--- src/rtl/ac_pkg.sv ---
// Shared definitions for the AC control path: fan speed encodings, AC mode
// constants, fan driver FSM states and the speed-to-duty map.
package ac_pkg;

  localparam int unsigned FAN_SPEED_W = 3;

  localparam logic [FAN_SPEED_W-1:0] FAN_OFF = 3'd0;
  localparam logic [FAN_SPEED_W-1:0] FAN_S1  = 3'd1;
  localparam logic [FAN_SPEED_W-1:0] FAN_S2  = 3'd2;
  localparam logic [FAN_SPEED_W-1:0] FAN_S3  = 3'd3;
  localparam logic [FAN_SPEED_W-1:0] FAN_S4  = 3'd4;

  typedef enum logic [1:0] {
    AC_MODE_OFF,
    AC_MODE_COOL,
    AC_MODE_HEAT,
    AC_MODE_FAN
  } ac_mode_t;

  typedef enum logic [1:0] {
    FAN_IDLE,
    FAN_KICK,
    FAN_RAMP,
    FAN_HOLD
  } fan_state_t;

  // Commands above S4 saturate to full duty.
  function automatic logic [7:0] fan_speed_to_duty(input logic [FAN_SPEED_W-1:0] speed);
    logic [7:0] duty;
    case (speed)
      FAN_OFF: duty = 8'd0;
      FAN_S1:  duty = 8'd64;
      FAN_S2:  duty = 8'd128;
      FAN_S3:  duty = 8'd192;
      default: duty = 8'd255;
    endcase
    return duty;
  endfunction

endpackage

--- src/rtl/fan_pwm_driver_pwm_gen.sv ---
// Free-running PWM counter and comparator with a registered output and a
// strobe marking the last cycle of each period.
module pwm_gen #(
  parameter int unsigned PWM_BITS = 8
) (
  input  logic                clk,
  input  logic                reset,
  input  logic [PWM_BITS-1:0] i_duty,
  output logic                o_pwm,
  output logic                o_boundary_c
);

  logic [PWM_BITS-1:0] r_cnt;
  logic                r_pwm;

  // Full-scale duty is forced high so the top code gives a solid drive.
  always_ff @(posedge clk or negedge reset) begin
    if (!reset) begin
      r_cnt <= '0;
      r_pwm <= 1'b0;
    end else begin
      r_cnt <= r_cnt + PWM_BITS'(1);
      r_pwm <= (i_duty == '1) || (r_cnt < i_duty);
    end
  end

  assign o_boundary_c = (r_cnt == '1);
  assign o_pwm        = r_pwm;

endmodule

--- src/rtl/fan_pwm_driver.sv ---
// Fan PWM driver: maps the speed command to a duty target, applies a full-duty
// spin-up kick from rest and a rate-limited ramp between levels.
module fan_pwm_driver
  import ac_pkg::*;
#(
  parameter int unsigned PWM_BITS     = 8,
  parameter int unsigned RAMP_DIV     = 4,
  parameter int unsigned KICK_PERIODS = 2,
  parameter int unsigned DUTY_STEP    = 16
) (
  input  logic                clk,
  input  logic                reset,
  input  logic [2:0]          fan_speed,
  output logic                pwm_out,
  output logic [PWM_BITS-1:0] duty_current,
  output logic                ramping,
  output logic                fan_on
);

  localparam int unsigned DW = PWM_BITS + 1;
  localparam int unsigned KW = (KICK_PERIODS > 1) ? $clog2(KICK_PERIODS) : 1;
  localparam int unsigned RW = (RAMP_DIV > 1) ? $clog2(RAMP_DIV) : 1;
  localparam logic [KW-1:0] KICK_LAST = KW'(KICK_PERIODS - 1);
  localparam logic [RW-1:0] RAMP_LAST = RW'(RAMP_DIV - 1);
  localparam logic [DW-1:0] STEP      = DW'(DUTY_STEP);

  fan_state_t          r_state;
  logic [PWM_BITS-1:0] r_target;
  logic [PWM_BITS-1:0] r_duty;
  logic [KW-1:0]       r_kick_cnt;
  logic [RW-1:0]       r_ramp_cnt;
  logic                r_ramping;
  logic                r_fan_on;

  fan_state_t          w_state_nxt;
  logic [PWM_BITS-1:0] w_duty_nxt;
  logic [KW-1:0]       w_kick_nxt;
  logic [RW-1:0]       w_ramp_nxt;
  logic [PWM_BITS-1:0] w_step_duty;
  logic [DW-1:0]       w_up_sum;
  logic [DW-1:0]       w_dn_diff;
  logic                w_boundary;

  pwm_gen #(
    .PWM_BITS (PWM_BITS)
  ) u_pwm_gen (
    .clk          (clk),
    .reset        (reset),
    .i_duty       (r_duty),
    .o_pwm        (pwm_out),
    .o_boundary_c (w_boundary)
  );

  // One ramp step toward target, widened by a bit so it can neither wrap nor overshoot.
  always_comb begin
    w_up_sum    = {1'b0, r_duty} + STEP;
    w_dn_diff   = {1'b0, r_duty} - STEP;
    w_step_duty = r_duty;
    if (r_target > r_duty) begin
      w_step_duty = (w_up_sum > {1'b0, r_target}) ? r_target : w_up_sum[PWM_BITS-1:0];
    end else if (r_target < r_duty) begin
      w_step_duty = (w_dn_diff[PWM_BITS] || (w_dn_diff < {1'b0, r_target}))
                    ? r_target : w_dn_diff[PWM_BITS-1:0];
    end
  end

  // Next state; every transition is gated by the period boundary.
  always_comb begin
    w_state_nxt = r_state;
    w_duty_nxt  = r_duty;
    w_kick_nxt  = r_kick_cnt;
    w_ramp_nxt  = r_ramp_cnt;
    if (w_boundary) begin
      case (r_state)
        FAN_IDLE: begin
          if (r_target != '0) begin
            w_duty_nxt  = '1;
            w_kick_nxt  = '0;
            w_state_nxt = FAN_KICK;
          end
        end
        FAN_KICK: begin
          if (r_target == '0) begin
            w_duty_nxt  = '0;
            w_state_nxt = FAN_IDLE;
          end else if (r_kick_cnt == KICK_LAST) begin
            w_duty_nxt  = r_target;
            w_state_nxt = FAN_HOLD;
          end else begin
            w_kick_nxt = r_kick_cnt + KW'(1);
          end
        end
        FAN_HOLD: begin
          if (r_target != r_duty) begin
            w_ramp_nxt  = '0;
            w_state_nxt = FAN_RAMP;
          end
        end
        FAN_RAMP: begin
          if (r_ramp_cnt == RAMP_LAST) begin
            w_ramp_nxt = '0;
            w_duty_nxt = w_step_duty;
            if (w_step_duty == r_target) begin
              w_state_nxt = (r_target != '0) ? FAN_HOLD : FAN_IDLE;
            end
          end else begin
            w_ramp_nxt = r_ramp_cnt + RW'(1);
          end
        end
        default: w_state_nxt = FAN_IDLE;
      endcase
    end
  end

  // Status flags are registered alongside the state so they track it exactly.
  always_ff @(posedge clk or negedge reset) begin
    if (!reset) begin
      r_state    <= FAN_IDLE;
      r_target   <= '0;
      r_duty     <= '0;
      r_kick_cnt <= '0;
      r_ramp_cnt <= '0;
      r_ramping  <= 1'b0;
      r_fan_on   <= 1'b0;
    end else begin
      r_state    <= w_state_nxt;
      r_target   <= PWM_BITS'(fan_speed_to_duty(fan_speed));
      r_duty     <= w_duty_nxt;
      r_kick_cnt <= w_kick_nxt;
      r_ramp_cnt <= w_ramp_nxt;
      r_ramping  <= (w_state_nxt == FAN_KICK) || (w_state_nxt == FAN_RAMP);
      r_fan_on   <= (w_state_nxt != FAN_IDLE);
    end
  end

  assign duty_current = r_duty;
  assign ramping      = r_ramping;
  assign fan_on       = r_fan_on;

endmodule

--- config.mk ---
export PLATFORM = sky130hd
export DESIGN_NAME = fan_pwm_driver
export DESIGN_NICKNAME = d
export VERILOG_FILES = /design/src/rtl/ac_pkg.sv /design/src/rtl/fan_pwm_driver_pwm_gen.sv /design/src/rtl/fan_pwm_driver.sv
export SDC_FILE = /design/constraint.sdc
export NUM_CORES = 1
export LEC_CHECK = 0
export ABC_AREA = 1
export CELL_PAD_IN_SITES_DETAIL_PLACEMENT = 1
export CELL_PAD_IN_SITES_GLOBAL_PLACEMENT = 2
export CORE_MARGIN = 4
export CORE_UTILIZATION = 38
export DETAILED_ROUTE_END_ITERATION = 10
export PLACE_DENSITY = 0.95
export SYNTH_ARGS = -nofsm -noshare
export SYNTH_HDL_FRONTEND = slang
export SYNTH_SLANG_ARGS = --single-unit
--- constraint.sdc ---
create_clock -name clk -period 7.9 [get_ports clk]
set_input_delay 1.185 -clock clk [delete_from_list [all_inputs] [get_ports clk]]
set_output_delay 1.185 -clock clk [all_outputs]
set_load 0.02 [all_outputs]
==> flow_metrics.env <==
export IMPL_pre_cts_ws_ps=4238
export IMPL_antenna_cells=0
export IMPL_vias_per_cell=5.193
export IMPL_synthCells=352
export IMPL_maxSlewViolCount=0
export IMPL_slowest_stage="dfrtp_1"
export IMPL_path_class="flop to flop"
export IMPL_relSlewSlack_pct=66.12
export IMPL_overflow=0
export IMPL_hp_class="flop to flop"
export IMPL_cts_max_level=1
export IMPL_grt_total_usage_pct=17.81
export IMPL_fin_crit_sh_pct=46.83
export IMPL_core_sq_um=6531
export IMPL_cts_root_buffer="clkbuf_8"
export IMPL_io_pins=16
export IMPL_power_density_nw_per_um2=89.61
export IMPL_cts_setup_buffers=0
export IMPL_ctsHoldBuffers=0
export IMPL_dp_cells=441
export IMPL_yosys_warnings=0
export IMPL_synth_seq_cells=27
export IMPL_post_drt_wl_per_cell_microns=15.58
export IMPL_path_cells="inv_1 -> ha_1 -> xnor2_1 -> inv_1 -> ha_1 -> a21o_1 -> a21oi_1 -> nand2_4 -> nand2_4 -> nand3_4 -> nand3_1 -> nand2_2 -> inv_1 -> nand2_1 -> nor2_1 -> nand2_1 -> nand2_1 -> nand3_1 -> nand2_1 -> nand2_1 -> nand2_1 -> o21ai_2 -> ha_1"
export IMPL_start_util_pct=40.10
export IMPL_final_cell_mix="97 x nand2_1, 42 x inv_1, 35 x ha_1"
export IMPL_vias=2311
export IMPL_ir_drop_mv=0.08126
export IMPL_final_layout_size_suffix_gt1_share_pct=14.13
export IMPL_die_h_microns=91.02
export IMPL_fillerInstances=843
export IMPL_drt_iter0_drc=92
export IMPL_dieArea_sq_um=8284
export IMPL_tightest_slew_ps=508.3
export IMPL_finalWorstSetupSlack_ps=4200
export IMPL_cts_made_buffers=3
export IMPL_ff_latch_area_sq_um=675.6
export IMPL_critPathRequiredTime_ps=8070
export IMPL_finClkSkew_ps=2.364
export IMPL_critPathArrivalTime_ps=3870
export IMPL_tritoncts="yes"
export IMPL_grt_pass1_wl_mm=12.10
export IMPL_path_max_fanout=9
export IMPL_synthFlopType="dfrtp_1"
export IMPL_grt_max_degree=28
export IMPL_final_common_cell="nand2_1"
export IMPL_clock_path_buffers=2
export IMPL_finalCoreUtilization_pct=44.18
export IMPL_final_cells=445
export IMPL_antenna_found_initial=0
export IMPL_outcome="completed"
export IMPL_crit_path_end_kind="flop"
export IMPL_min_delay_path_depth=1
export IMPL_syn_to_final_growth_pct=10.18
export IMPL_gp_congestion=0.8528
export IMPL_insertion_delay_ps=280
export IMPL_crit_top_cell="nand2_1"
export IMPL_drc=0
export IMPL_nets=409
export IMPL_ff2ff_path_depth=23
export IMPL_die_w_microns=91.02
export IMPL_rows=29
export IMPL_leakage_uw=0.001470
export IMPL_final_antenna_net_count=0
export IMPL_io_buffers=15
export IMPL_max_cap_violations=0
export IMPL_synth_edf_count=0
export IMPL_syn_num_nets=392
export IMPL_multi_input_area_sq_um=1717
export IMPL_syn_area_sq_um=2619
export IMPL_synthDistinctLibCells=37
export IMPL_setup_viol=0
export IMPL_rsz0062_at_grt="no"
export IMPL_async_flop_share_pct=100.0
export IMPL_setup_tns_ps=0
export IMPL_slowest_delay_ps=530
export IMPL_clk_pin_slew_ps=100
export IMPL_dp_final_hpwl_mm=5.751
export IMPL_cts_resized=0
export IMPL_dr_pass1_iters=4
export IMPL_yosysSeqAreaShare_pct=25.80
export IMPL_routed_wl_mm=6.934
export IMPL_fmax_mhz=270.3
export IMPL_period_needed_ps=3700
export IMPL_final_hold_violation_count=0
export IMPL_r2r_setup_slack_ps=4200
export IMPL_avgSynthCellArea_sq_um=7.440
export IMPL_first_global_vias=2419
export IMPL_cts_sinks=27
export IMPL_cp_start_kind="flop"
stage by stage:
stage / instance area, sq um / hold WS [ps] / total power [uW]
after floorplan: 2619 / 435.2 / 168.7
after global placement: 2839 / 456.4 / 179.4
after detailed placement: 2839 / 474.9 / 180.5
after CTS: 2885 / 490.4 / 262.1
after global routing: 2885 / 521.3 / 272.8
final: 2885 / 486.9 / 258.6
cell families after synthesis:
logic type | count (synthesis) | synth area share, %
fa+ha+maj | 35 | 16.72
simple gates | 185 | 35.36
flops | 27 | 25.80
buf+inv | 54 | 8.648
xor+xnor | 10 | 3.345
compound gates | 41 | 10.13
critical path, delay by kind of cell (launching register included):
kind / cells / cell delay (ps)
flip-flops: 1 / 530
AND/OR/NAND/NOR: 13 / 1110
AO/OA/AOI/OAI: 3 / 470
XOR/XNOR: 1 / 220
buffers and inverters: 3 / 360
adder cells (fa/ha/maj): 3 / 890
synthesized netlist by cell type (3+ instances only):
master    count  share of area, %
nand3_2       7               2.7
nor2_2        4              0.96
ha_1         35                17
inv_2         6              0.86
o21ai_0       7               1.3
nand2_1      97                14
nand2_2      10               2.4
xor2_1        8               2.7
dfrtp_1      27                26
nand4_1       3              0.72
nand3_1      28               5.4
nand3_4       3               2.0
inv_1        42               6.0
nand2_4       4               1.7
nor2_1       21               3.0
o211ai_1      3              0.86
or2_2         3              0.72
a21oi_1      18               3.4
cell type report:
cell class | count | area share (%)
timing repair buffer | 16 | 5.464
multi-input combinational | 271 | 59.50
clock buffer | 3 | 1.431
inverter | 50 | 6.678
sequential | 27 | 23.42
tap | 77 | 3.339
clock inverter | 1 | 0.1735
layer usage:
metal	global-route usage (%)	vias up	routed length (microns)
li1	-	1165	-
met1	26.10	1119	3529
met2	29.00	21	3197
met3	1.818	6	153
met4	2.638	0	53
met5	0	-	0
worst paths after layout:
| kind | end | start |
|---|---|---|
| setup / recovery | ramping | duty_current[4] |
| hold / removal | u_pwm_gen.r_cnt[0] | u_pwm_gen.r_cnt[0] |
| setup reg to reg | ramping | duty_current[4] |
| hold reg to reg | u_pwm_gen.r_cnt[0] | u_pwm_gen.r_cnt[0] |
| max in group asynchronous | u_pwm_gen.o_pwm | reset |
| min in group asynchronous | r_ramp_cnt[1] | reset |
state kept, by name, summed over array words and instances (netlist names):
register and cells:
r_state 2, r_target 3, fan_on 1, ramping 1
u_pwm_gen.r_cnt 8, u_pwm_gen.o_pwm 1, duty_current 8, r_kick_cnt 1
r_ramp_cnt 2
where the power goes:
| group | internal, uW | switching [uW] |
|---|---|---|
| registers | 139 | 2.37 |
| clock network | 35.4 | 45.5 |
| logic | 12.5 | 23.9 |
| total | 187 | 71.8 |
Power figures use the tool's default switching activity.
